File: src/rtl/axi_manager_ctrl_if.sv
// Bundle for the manager's local command/response port and its AXI-style
// AW/W/B/AR/R channels. "master" is the manager's view, "slave" is the
// view of whatever sits around it (command source plus subordinate).
interface axi_manager_ctrl_if #(
  parameter int ADDR_W = 12,
  parameter int DATA_W = 32
);
  localparam int STRB_W = DATA_W / 8;

  logic              cmd_valid;
  logic              cmd_ready;
  logic              cmd_write;
  logic [ADDR_W-1:0] cmd_addr;
  logic [DATA_W-1:0] cmd_wdata;
  logic [STRB_W-1:0] cmd_wstrb;

  logic              rsp_valid;
  logic              rsp_ready;
  logic              rsp_write;
  logic [DATA_W-1:0] rsp_rdata;
  logic [1:0]        rsp_resp;

  logic              AWVALID;
  logic              AWREADY;
  logic [ADDR_W-1:0] AWDATA;
  logic              WVALID;
  logic              WREADY;
  logic [DATA_W-1:0] WDATA;
  logic [STRB_W-1:0] WSTRB;
  logic              BVALID;
  logic              BREADY;
  logic [1:0]        BDATA;
  logic              ARVALID;
  logic              ARREADY;
  logic [ADDR_W-1:0] ARDATA;
  logic              RVALID;
  logic              RREADY;
  logic [DATA_W-1:0] RDATA;
  logic [1:0]        RRESP;

  modport master (
    input  cmd_valid, cmd_write, cmd_addr, cmd_wdata, cmd_wstrb, rsp_ready,
           AWREADY, WREADY, BVALID, BDATA, ARREADY, RVALID, RDATA, RRESP,
    output cmd_ready, rsp_valid, rsp_write, rsp_rdata, rsp_resp,
           AWVALID, AWDATA, WVALID, WDATA, WSTRB, BREADY,
           ARVALID, ARDATA, RREADY
  );

  modport slave (
    output cmd_valid, cmd_write, cmd_addr, cmd_wdata, cmd_wstrb, rsp_ready,
           AWREADY, WREADY, BVALID, BDATA, ARREADY, RVALID, RDATA, RRESP,
    input  cmd_ready, rsp_valid, rsp_write, rsp_rdata, rsp_resp,
           AWVALID, AWDATA, WVALID, WDATA, WSTRB, BREADY,
           ARVALID, ARDATA, RREADY
  );
endinterface

File: src/rtl/axi_manager_ctrl.sv
// Single-outstanding AXI manager. Takes one read or write command from the
// local command port, runs it over AW/W/B or AR/R, hands the result back on
// the response port and keeps a saturating count of non-OKAY responses.
module axi_manager_ctrl #(
  parameter int ADDR_W   = 12,
  parameter int DATA_W   = 32,
  parameter int ERRCNT_W = 8
) (
  input  logic                ACLK,
  input  logic                ARESET,
  axi_manager_ctrl_if.master  bus,
  output logic [ERRCNT_W-1:0] err_count
);
  localparam int STRB_W = DATA_W / 8;

  typedef enum logic [1:0] {OKAY = 2'd0, EXOKAY = 2'd1, SLVERR = 2'd2, DECERR = 2'd3} resp_t;

  typedef enum logic [2:0] {
    IDLE, WR_ADDR_DATA, WR_RESP, RD_ADDR, RD_DATA, RESP
  } state_t;

  state_t              state_q, state_d;
  logic                awDone_q, awDone_d;
  logic                wDone_q, wDone_d;
  logic                bready_q, bready_d;
  logic [ADDR_W-1:0]   addr_q, addr_d;
  logic [DATA_W-1:0]   wdata_q, wdata_d;
  logic [STRB_W-1:0]   wstrb_q, wstrb_d;
  logic                rspWrite_q, rspWrite_d;
  logic [DATA_W-1:0]   rspRdata_q, rspRdata_d;
  logic [1:0]          rspResp_q, rspResp_d;
  logic [ERRCNT_W-1:0] errCount_q, errCount_d;
  logic                awHs, wHs, capture;
  logic [1:0]          captureResp;

  // Latched command fields drive the bus data lines, so they stay stable
  // for as long as the matching VALID is up.
  assign bus.AWDATA    = addr_q;
  assign bus.ARDATA    = addr_q;
  assign bus.WDATA     = wdata_q;
  assign bus.WSTRB     = wstrb_q;
  assign bus.rsp_write = rspWrite_q;
  assign bus.rsp_rdata = rspRdata_q;
  assign bus.rsp_resp  = rspResp_q;
  assign err_count     = errCount_q;

  // State and datapath registers; reset abandons any transfer in flight.
  always_ff @(posedge ACLK) begin
    if (ARESET) begin
      state_q    <= IDLE;
      awDone_q   <= 1'b0;
      wDone_q    <= 1'b0;
      bready_q   <= 1'b0;
      addr_q     <= '0;
      wdata_q    <= '0;
      wstrb_q    <= '0;
      rspWrite_q <= 1'b0;
      rspRdata_q <= '0;
      rspResp_q  <= '0;
      errCount_q <= '0;
    end else begin
      state_q    <= state_d;
      awDone_q   <= awDone_d;
      wDone_q    <= wDone_d;
      bready_q   <= bready_d;
      addr_q     <= addr_d;
      wdata_q    <= wdata_d;
      wstrb_q    <= wstrb_d;
      rspWrite_q <= rspWrite_d;
      rspRdata_q <= rspRdata_d;
      rspResp_q  <= rspResp_d;
      errCount_q <= errCount_d;
    end
  end

  // Next-state and handshake outputs. BREADY comes from a flop that rises a
  // cycle into WR_RESP so it never follows the AW/W handshakes combinationally;
  // this is what makes a write one cycle longer than a read.
  always_comb begin
    state_d     = state_q;
    awDone_d    = awDone_q;
    wDone_d     = wDone_q;
    bready_d    = 1'b0;
    addr_d      = addr_q;
    wdata_d     = wdata_q;
    wstrb_d     = wstrb_q;
    rspWrite_d  = rspWrite_q;
    rspRdata_d  = rspRdata_q;
    rspResp_d   = rspResp_q;
    errCount_d  = errCount_q;
    awHs        = 1'b0;
    wHs         = 1'b0;
    capture     = 1'b0;
    captureResp = OKAY;

    bus.cmd_ready = 1'b0;
    bus.rsp_valid = 1'b0;
    bus.AWVALID   = 1'b0;
    bus.WVALID    = 1'b0;
    bus.BREADY    = 1'b0;
    bus.ARVALID   = 1'b0;
    bus.RREADY    = 1'b0;

    case (state_q)
      IDLE: begin
        bus.cmd_ready = 1'b1;
        awDone_d      = 1'b0;
        wDone_d       = 1'b0;
        if (bus.cmd_valid) begin
          addr_d  = bus.cmd_addr;
          wdata_d = bus.cmd_wdata;
          wstrb_d = bus.cmd_wstrb;
          state_d = bus.cmd_write ? WR_ADDR_DATA : RD_ADDR;
        end
      end
      WR_ADDR_DATA: begin
        bus.AWVALID = !awDone_q;
        bus.WVALID  = !wDone_q;
        awHs        = !awDone_q && bus.AWREADY;
        wHs         = !wDone_q && bus.WREADY;
        if (awHs) awDone_d = 1'b1;
        if (wHs)  wDone_d  = 1'b1;
        if ((awDone_q || awHs) && (wDone_q || wHs)) state_d = WR_RESP;
      end
      WR_RESP: begin
        bus.BREADY = bready_q;
        bready_d   = 1'b1;
        if (bready_q && bus.BVALID) begin
          bready_d    = 1'b0;
          capture     = 1'b1;
          captureResp = bus.BDATA;
          rspResp_d   = bus.BDATA;
          rspWrite_d  = 1'b1;
          rspRdata_d  = '0;
          state_d     = RESP;
        end
      end
      RD_ADDR: begin
        bus.ARVALID = 1'b1;
        if (bus.ARREADY) state_d = RD_DATA;
      end
      RD_DATA: begin
        bus.RREADY = 1'b1;
        if (bus.RVALID) begin
          capture     = 1'b1;
          captureResp = bus.RRESP;
          rspResp_d   = bus.RRESP;
          rspWrite_d  = 1'b0;
          rspRdata_d  = bus.RDATA;
          state_d     = RESP;
        end
      end
      RESP: begin
        bus.rsp_valid = 1'b1;
        if (bus.rsp_ready) state_d = IDLE;
      end
      default: state_d = IDLE;
    endcase

    if (capture && (captureResp != OKAY) && (errCount_q != {ERRCNT_W{1'b1}}))
      errCount_d = errCount_q + ERRCNT_W'(1);
  end
endmodule

File: src/flat_wrapper.sv
// flat-port wrapper written by rule: the top's interface ports become plain ports
module axi_manager_ctrl_flat 
#(
  parameter int ADDR_W   = 12,
  parameter int DATA_W   = 32,
  parameter int ERRCNT_W = 8
)
  (ACLK, ARESET, err_count, bus_cmd_valid, bus_cmd_write, bus_cmd_addr, bus_cmd_wdata, bus_cmd_wstrb, bus_rsp_ready, bus_AWREADY, bus_WREADY, bus_BVALID, bus_BDATA, bus_ARREADY, bus_RVALID, bus_RDATA, bus_RRESP, bus_cmd_ready, bus_rsp_valid, bus_rsp_write, bus_rsp_rdata, bus_rsp_resp, bus_AWVALID, bus_AWDATA, bus_WVALID, bus_WDATA, bus_WSTRB, bus_BREADY, bus_ARVALID, bus_ARDATA, bus_RREADY);
  axi_manager_ctrl_if #(.ADDR_W(ADDR_W), .DATA_W(DATA_W)) bus_i ();
  input  logic ACLK;
  input  logic ARESET;
  output logic [ERRCNT_W-1:0] err_count;
  input wire logic [$bits(bus_i.cmd_valid)-1:0] bus_cmd_valid;
  input wire logic [$bits(bus_i.cmd_write)-1:0] bus_cmd_write;
  input wire logic [$bits(bus_i.cmd_addr)-1:0] bus_cmd_addr;
  input wire logic [$bits(bus_i.cmd_wdata)-1:0] bus_cmd_wdata;
  input wire logic [$bits(bus_i.cmd_wstrb)-1:0] bus_cmd_wstrb;
  input wire logic [$bits(bus_i.rsp_ready)-1:0] bus_rsp_ready;
  input wire logic [$bits(bus_i.AWREADY)-1:0] bus_AWREADY;
  input wire logic [$bits(bus_i.WREADY)-1:0] bus_WREADY;
  input wire logic [$bits(bus_i.BVALID)-1:0] bus_BVALID;
  input wire logic [$bits(bus_i.BDATA)-1:0] bus_BDATA;
  input wire logic [$bits(bus_i.ARREADY)-1:0] bus_ARREADY;
  input wire logic [$bits(bus_i.RVALID)-1:0] bus_RVALID;
  input wire logic [$bits(bus_i.RDATA)-1:0] bus_RDATA;
  input wire logic [$bits(bus_i.RRESP)-1:0] bus_RRESP;
  output wire logic [$bits(bus_i.cmd_ready)-1:0] bus_cmd_ready;
  output wire logic [$bits(bus_i.rsp_valid)-1:0] bus_rsp_valid;
  output wire logic [$bits(bus_i.rsp_write)-1:0] bus_rsp_write;
  output wire logic [$bits(bus_i.rsp_rdata)-1:0] bus_rsp_rdata;
  output wire logic [$bits(bus_i.rsp_resp)-1:0] bus_rsp_resp;
  output wire logic [$bits(bus_i.AWVALID)-1:0] bus_AWVALID;
  output wire logic [$bits(bus_i.AWDATA)-1:0] bus_AWDATA;
  output wire logic [$bits(bus_i.WVALID)-1:0] bus_WVALID;
  output wire logic [$bits(bus_i.WDATA)-1:0] bus_WDATA;
  output wire logic [$bits(bus_i.WSTRB)-1:0] bus_WSTRB;
  output wire logic [$bits(bus_i.BREADY)-1:0] bus_BREADY;
  output wire logic [$bits(bus_i.ARVALID)-1:0] bus_ARVALID;
  output wire logic [$bits(bus_i.ARDATA)-1:0] bus_ARDATA;
  output wire logic [$bits(bus_i.RREADY)-1:0] bus_RREADY;
  assign bus_i.cmd_valid = bus_cmd_valid;
  assign bus_i.cmd_write = bus_cmd_write;
  assign bus_i.cmd_addr = bus_cmd_addr;
  assign bus_i.cmd_wdata = bus_cmd_wdata;
  assign bus_i.cmd_wstrb = bus_cmd_wstrb;
  assign bus_i.rsp_ready = bus_rsp_ready;
  assign bus_i.AWREADY = bus_AWREADY;
  assign bus_i.WREADY = bus_WREADY;
  assign bus_i.BVALID = bus_BVALID;
  assign bus_i.BDATA = bus_BDATA;
  assign bus_i.ARREADY = bus_ARREADY;
  assign bus_i.RVALID = bus_RVALID;
  assign bus_i.RDATA = bus_RDATA;
  assign bus_i.RRESP = bus_RRESP;
  assign bus_cmd_ready = bus_i.cmd_ready;
  assign bus_rsp_valid = bus_i.rsp_valid;
  assign bus_rsp_write = bus_i.rsp_write;
  assign bus_rsp_rdata = bus_i.rsp_rdata;
  assign bus_rsp_resp = bus_i.rsp_resp;
  assign bus_AWVALID = bus_i.AWVALID;
  assign bus_AWDATA = bus_i.AWDATA;
  assign bus_WVALID = bus_i.WVALID;
  assign bus_WDATA = bus_i.WDATA;
  assign bus_WSTRB = bus_i.WSTRB;
  assign bus_BREADY = bus_i.BREADY;
  assign bus_ARVALID = bus_i.ARVALID;
  assign bus_ARDATA = bus_i.ARDATA;
  assign bus_RREADY = bus_i.RREADY;
  axi_manager_ctrl #(.ADDR_W(ADDR_W), .DATA_W(DATA_W), .ERRCNT_W(ERRCNT_W)) u_core (.ACLK(ACLK), .ARESET(ARESET), .bus(bus_i), .err_count(err_count));
endmodule
File: config.mk
export PLATFORM = sky130hd
export DESIGN_NAME = axi_manager_ctrl_flat
export DESIGN_NICKNAME = d
export VERILOG_FILES = /design/src/rtl/axi_manager_ctrl_if.sv /design/src/rtl/axi_manager_ctrl.sv /design/src/flat_wrapper.sv
export SDC_FILE = /design/constraint.sdc
export NUM_CORES = 1
export LEC_CHECK = 0
export ABC_CLOCK_PERIOD_IN_PS = 2400
export BUFFER_PORTS_ARGS = -buffer_cell sky130_fd_sc_hd__buf_2
export CELL_PAD_IN_SITES_DETAIL_PLACEMENT = 1
export CELL_PAD_IN_SITES_GLOBAL_PLACEMENT = 1
export CORE_ASPECT_RATIO = 1.2
export CORE_MARGIN = 5
export CORE_UTILIZATION = 25
export DETAILED_ROUTE_END_ITERATION = 12
export MAX_ROUTING_LAYER = met4
export PLACE_DENSITY_LB_ADDON = 0.15
export SYNTH_ARGS = -nofsm -noshare
export SYNTH_HDL_FRONTEND = slang
export SYNTH_SLANG_ARGS = --single-unit
File: constraint.sdc
create_clock -name ACLK -period 2.4 [get_ports ACLK]
set_input_delay 0.48 -clock ACLK [delete_from_list [all_inputs] [get_ports ACLK]]
set_output_delay 0.48 -clock ACLK [all_outputs]
set_load 0.05 [all_outputs]
==> reports/qor.txt, run 1 <==
outcome - finished, final reports clean
Num CTS Buffers - 9
Syn Nets - 578
CTS clk-pin slew, worst paths - 70 ps
layout cells sized above 1 - 35.40%
maximum clock path buffer count - 2
synth-to-layout area growth - 37.23%
row count - 49
drt wl/cell - 14.99 um
DRC errors left - 0
Setup crit end kind - output pin
Mean Syn Cell Area - 7.883 sq um
worst setup path startpoint - u_core.state_q[2]
CP bufs+invs - 2
Initial Utilization - 25.45%
synthesized instance count - 483
Critical Path Max Stage Delay - 440 ps
vias in the first global route - 4,177
Placed Area - 4927 sq um
global-route wire length before repair - 20,710 um
Worst slew margin - 56.42%
skew final - 6.859 ps
Vias per Instance - 4.543
cell area after layout - 5225 sq um
fin crit share - 89.97%
IO Pins - 204
share of the yosys chip area belonging to registers - 51.00%
Port Buf Inserts - 203
final setup violation count - 0
post-CTS setup buffer count - 0
Final nets - 751
DRT Pass-1 Iters - 4
Max Fclk - 463.1 MHz
post-layout min period - 2159 ps
largest net degree at the start of global routing - 51
CTS tree - done
max_cap viols - 0
Yosys cell types - 38
Slowest-stage cell, CP - nor3b_2
worst vdd ir - 417.6 uV
Yosys reg bits - 97
Final Wtd Congestion - 0.7488
Cell Pwr Density - 1009 nW/um^2
initial antenna violation count - 3
Post-DRT Antenna Nets - 0
Hold Path Class - in -> reg
Clock Latency Late Sink - 340 ps
Worst setup SP type - register
H-tree Lvls - 3
Via Count - 3,943
Chip Height - 145.2 um
hold path start - bus_cmd_addr[8]
Worst-Margin Slew - 651.3 ps
yosys synthesis warning count - 0
critical path cell sequence - buf_4 -> nor3b_2 -> buf_2
reg2reg start - u_core.state_q[1]
final slew viol count - 0
family with the most delay on the worst path - buffers and inverters
final non-filler cell total - 868
DR iter-0 viols - 125
Placed Cells incl. Taps - 849
die width - 122.7 um
gr usage total - 14.93%
Total Wirelength - 13,010 um
HPWL after detailed placement - 9614 um
die area - 17,810 sq um
Leak - 2.321 nW
CP Max Fanout - 12
# resized after CTS - 0
setup TNS - 0 ps
worst path required time - 1920 ps
Sink Count - 97
RSZ-0062 raised after global routing - no
Final Hold Fails - 0
total grt overflow - 0
Root Buffer Master - clkbuf_16
worst path arrival time - 1680 ps
CTS Hold Bufs - 0
Cell Area, Synth - 3807 sq um
critical setup path kind - reg -> out
core box area - 14,960 sq um
-- power by group --
part	internal, mW	switching [mW]	total, mW
Clock	0.835	0.606	1.44
Sequential	1.81	0.110	1.92
Combinational	0.459	1.45	1.91
-- cell usage after synthesis --
master       n  area share, %
inv_1        7           0.69
nand4_1      2           0.33
a211oi_1     5           0.99
o2bb2ai_1    1           0.23
o2111ai_1    1           0.23
mux2_2       1           0.30
o22ai_1      1           0.16
o41ai_1      1           0.23
nor3_1       6           0.79
and2_1       1           0.16
ha_1         1           0.33
nand2b_1     2           0.33
buf_2        7           0.92
or4_1        2           0.39
a21oi_1     90             12
or2_2        2           0.33
or4bb_1      1           0.30
and2_0       1           0.16
o32a_1       1           0.26
a31o_2       2           0.46
a2111oi_0    2           0.46
and3b_1      1           0.23
or3b_4       1           0.30
o21ai_0      4           0.53
nand3_1     37            4.9
nor3b_1      2           0.39
buf_4       13            2.6
buf_1        2           0.20
nor2b_1      3           0.49
mux2i_1      2           0.53
nor2_1      12            1.2
nor4b_1      1           0.23
clkbuf_1    28            2.8
nor4_1       1           0.16
nand2_1    134             13
or3_1        3           0.49
o31ai_1      5           0.99
dfxtp_1     97             51
-- final timing paths --
kind                                to  slack [ps]  cells past startpoint
setup / recovery            bus_RREADY         240                      3
hold / removal    u_core.bus.ARDATA[8]         370                      3
setup reg to reg   u_core.err_count[5]         260                      4
hold reg to reg   u_core.bus.WDATA[18]         450                      2
-- flip-flops by register name, indices dropped and copies added, names as in the netlist --
| register | count |
|---|---|
| u_core.bus.WDATA | 32 |
| u_core.bus.rsp_rdata | 32 |
| u_core.bus.ARDATA | 12 |
| u_core.err_count | 8 |
| u_core.bus.WSTRB | 4 |
| u_core.state_q | 3 |
| u_core.bus.rsp_resp | 2 |
| u_core.awDone_q | 1 |
| u_core.bready_q | 1 |
| u_core.bus.rsp_write | 1 |
| u_core.wDone_q | 1 |
-- placed cells by master (no fill, tap or decap), drive strengths merged, types with 3 or more instances in the layout --
cell type | Yosys | routed
a211oi | 5 | 5
a21oi | 90 | 90
buf | 22 | 212
clkbuf | 28 | 13
dfxtp | 97 | 97
diode | 0 | 3
inv | 7 | 7
nand2 | 134 | 134
nand3 | 37 | 37
nor2 | 12 | 12
nor2b | 3 | 3
nor3 | 6 | 6
o21ai | 4 | 4
o31ai | 5 | 5
or3 | 3 | 3
-- layout make-up --
class                      count  area [sq um]
fill                        1908          9734
timing repair buffer         212          1099
clock buffer                  13         250.2
inverter                       7         26.28
clock inverter                 3         40.04
multi-input combinational    329          1605
sequential                    97          1942
antenna                        3         7.507
tap                          204         255.2
-- per-stage QoR --
stage          hold slack, ps  worst slack [ps]  power, mW  util [%]
2_1_floorplan           496.1             217.2      3.404         -
3_3_place_gp            438.8             179.1      3.850     32.94
3_5_place_dp            447.5             113.8      3.898     32.94
4_1_cts                 349.5             216.4      5.382     34.88
5_1_grt                 357.7             119.8      5.587     34.93
6_report                370.7             240.8      5.270     34.93
-- routing by layer --
layer	routed length, um	GRT usage [%]	vias up
li1	-	-	1960
met3	1034	4.321	15
met2	6073	23.93	134
met1	5648	17.51	1834
met4	253	5.826	0
met5	0	-	-
-- kinds of logic after synthesis --
group | share of synthesized area (%)
AO/OA/AOI/OAI | 16.37
adder cells (fa/ha/maj) | 0.3286
buffers and inverters | 7.131
flip-flops | 51.00
multiplexers | 0.8216
AND/OR/NAND/NOR | 24.35
-- tightest hold or removal path: stages --
cell and delay, ps:
buf_2 90, nand2_1 40, a21oi_1 50
No activity file was read; power rests on OpenSTA's default activity.
==> run 2, diff against run 1 <==
--- a/config.mk
+++ b/config.mk
@@ -7,11 +7,9 @@
 export LEC_CHECK = 0
 export ABC_CLOCK_PERIOD_IN_PS = 2400
 export BUFFER_PORTS_ARGS = -buffer_cell sky130_fd_sc_hd__buf_2
-export CELL_PAD_IN_SITES_DETAIL_PLACEMENT = 1
-export CELL_PAD_IN_SITES_GLOBAL_PLACEMENT = 1
 export CORE_ASPECT_RATIO = 1.2
 export CORE_MARGIN = 5
-export CORE_UTILIZATION = 25
+export CORE_UTILIZATION = 45
 export DETAILED_ROUTE_END_ITERATION = 12
 export MAX_ROUTING_LAYER = met4
 export PLACE_DENSITY_LB_ADDON = 0.15
==> run 2 against run 1 <==
Critical path depth unchanged; sequential share of layout area increased by 1.3 points; hold slack got worse by 21 ps; count of clock-buffer cells in the layout decreased by 3; via count decreased by 2.3%; combinational power decreased by 4%.
==> reports/qor.txt, run 2 (same netlist as run 1, synthesis figures left out) <==
register area - 1942 sq um (unchanged)
Sink Count - 97 (unchanged)
synth-to-layout area growth - 32.57%
final core occ - 61.57% (+27 points)
outcome - finished, final reports clean
fin crit share - 92.81% (+2.8 points)
CTS Hold Bufs - 0 (unchanged)
Worst-Margin Slew - 616.4 ps (-34.89 ps)
Leak - 2.289 nW (-1.4%)
fillers - 806 (-58%)
worst path arrival time - 1750 ps (+70 ps)
# resized after CTS - 0 (unchanged)
Vias per Instance - 4.965 (+9.3%)
CP Max Fanout - 11 (-1)
Initial Utilization - 46.44% (+21 points)
DRC errors left - 0 (unchanged)
row count - 36 (-27%)
Setup crit end kind - output pin
leading cell type in the layout, fill and taps excluded - buf_2
Cell Pwr Density - 994.8 nW/um^2 (-1.4%)
Worst setup SP type - register
Total Wirelength - 10,670 um (-18%)
IO Pins - 204 (unchanged)
reg2reg start - u_core.state_q[1]
layout cells sized above 1 - 35.70% (+0.30 points)
maximum clock path buffer count - 2 (unchanged)
setup TNS - 0 ps (unchanged)
drt wl/cell - 13.75 um (-8.3%)
most frequent cells in the layout - 202 x buf_2, 134 x nand2_1, 97 x dfxtp_1
global-route wire length before repair - 17,070 um (-18%)
Num CTS Buffers - 9 (unchanged)
die area - 10,410 sq um (-42%)
DR iter-0 viols - 179 (+43%)
post-layout min period - 2228 ps (+68.27 ps)
total grt overflow - 0 (unchanged)
HPWL after detailed placement - 7811 um (-19%)
skew final - 11.51 ps (+4.650 ps)
Chip Height - 110.8 um (-24%)
initial antenna violation count - 1 (-2)
Hold Path Class - in -> reg
worst setup path startpoint - u_core.state_q[1]
largest net degree at the start of global routing - 49 (-3.9%)
Final Hold Fails - 0 (unchanged)
max_cap viols - 0 (unchanged)
Root Buffer Master - clkbuf_8
r2r endpoint - u_core.err_count[0]
Port Buf Inserts - 203 (unchanged)
final slew viol count - 0 (unchanged)
Post-DRT Antenna Nets - 0 (unchanged)
gr usage total - 20.38% (+5.5 points)
H-tree Lvls - 3 (unchanged)
worst path required time - 1920 ps (about the same)
RSZ-0062 raised after global routing - no
post-CTS setup buffer count - 0 (unchanged)
CTS clk-pin slew, worst paths - 100 ps (+30 ps)
Clock Latency Late Sink - 350 ps (about the same)
Worst slew margin - 58.90% (+2.5 points)
Reg2Reg Depth - 5 (+1)
final setup violation count - 0 (unchanged)
Final nets - 751 (unchanged)
die width - 93.97 um (-23%)
Via Count - 3,853 (-2.3%)
critical setup path kind - reg -> out
worst vdd ir - 636.5 uV (+52%)
core box area - 8198 sq um (-45%)
DRT Pass-1 Iters - 5 (+1)
CTS tree - done
Max Fclk - 448.9 MHz (-3.1%)
Final Wtd Congestion - 0.8128 (+8.5%)
vias in the first global route - 3,645 (-13%)
Multi-input gate area - 1605 sq um (unchanged)
Setup crit end - bus_BREADY
worst reg2reg setup slack - 260 ps (about the same)
[run 2: cell types whose count changed in the layout (fill, tap and decap cells not counted), sizes merged]
cell	delta
inv	+1
clkinv	-1
diode	-2
clkinvlp	+1
bufinv	+2
clkbuf	-3
[run 2: critical path, cell delays in order (launching register included)]
cell	delay (ps)
dfxtp_1	540
or3b_4	450
nor2_1	100
buf_2	300
[run 2: per-layer routing]
metal  track usage [%]  up-vias  wire [um]
li1                  -     1959          -
met3             4.413       24        833
met1             24.43     1713       4409
met4             7.803        0        221
met5                 -        -          0
met2             33.21      157       5205
[run 2: final cells by class]
class                   count  area share (%)
clock inverters             6           2.281
multi-input cells         329           31.80
diodes                      1         0.04958
well taps                 114           2.826
repair buffers            212           21.52
inverters                   7          0.5206
flip-flops and latches     97           38.47
clock buffers              10           2.529
[run 2: report_power, final]
group / total (mW) / leakage, nW / switching (mW) / internal, mW
Combinational: 1.84 / 1.38 / 1.40 / 0.435
Clock: 1.26 / 0.117 / 0.563 / 0.699
Sequential: 1.92 / 0.789 / 0.119 / 1.80
[run 2: how the worst min path moves through the flow]
stage | startpoint | endpoint | slack [ps] | cells after the start
floorplan | u_core.awDone_q | u_core.awDone_q | 500 | 2
global placement | u_core.bus.WDATA[11] | u_core.bus.WDATA[11] | 440 | 2
detailed placement | u_core.bus.WDATA[30] | u_core.bus.WDATA[30] | 440 | 2
CTS | bus_cmd_wdata[30] | u_core.bus.WDATA[30] | 330 | 3
global route | bus_cmd_wdata[30] | u_core.bus.WDATA[30] | 340 | 3
finish | bus_RDATA[17] | u_core.bus.rsp_rdata[17] | 350 | 3
[run 2: per-stage QoR]
stage	setup slack (ps)	std cells	power, mW	area, sq um	hold WS, ps
4_1_cts	153.1	775	5.072	5045	330.0
5_1_grt	59.24	776	5.271	5047	335.6
3_3_place_gp	326.5	759	3.774	4802	438.2
2_1_floorplan	217.2	483	3.404	3817	496.1
6_report	172.5	776	5.021	5047	349.3
3_5_place_dp	281.2	759	3.805	4802	443.4
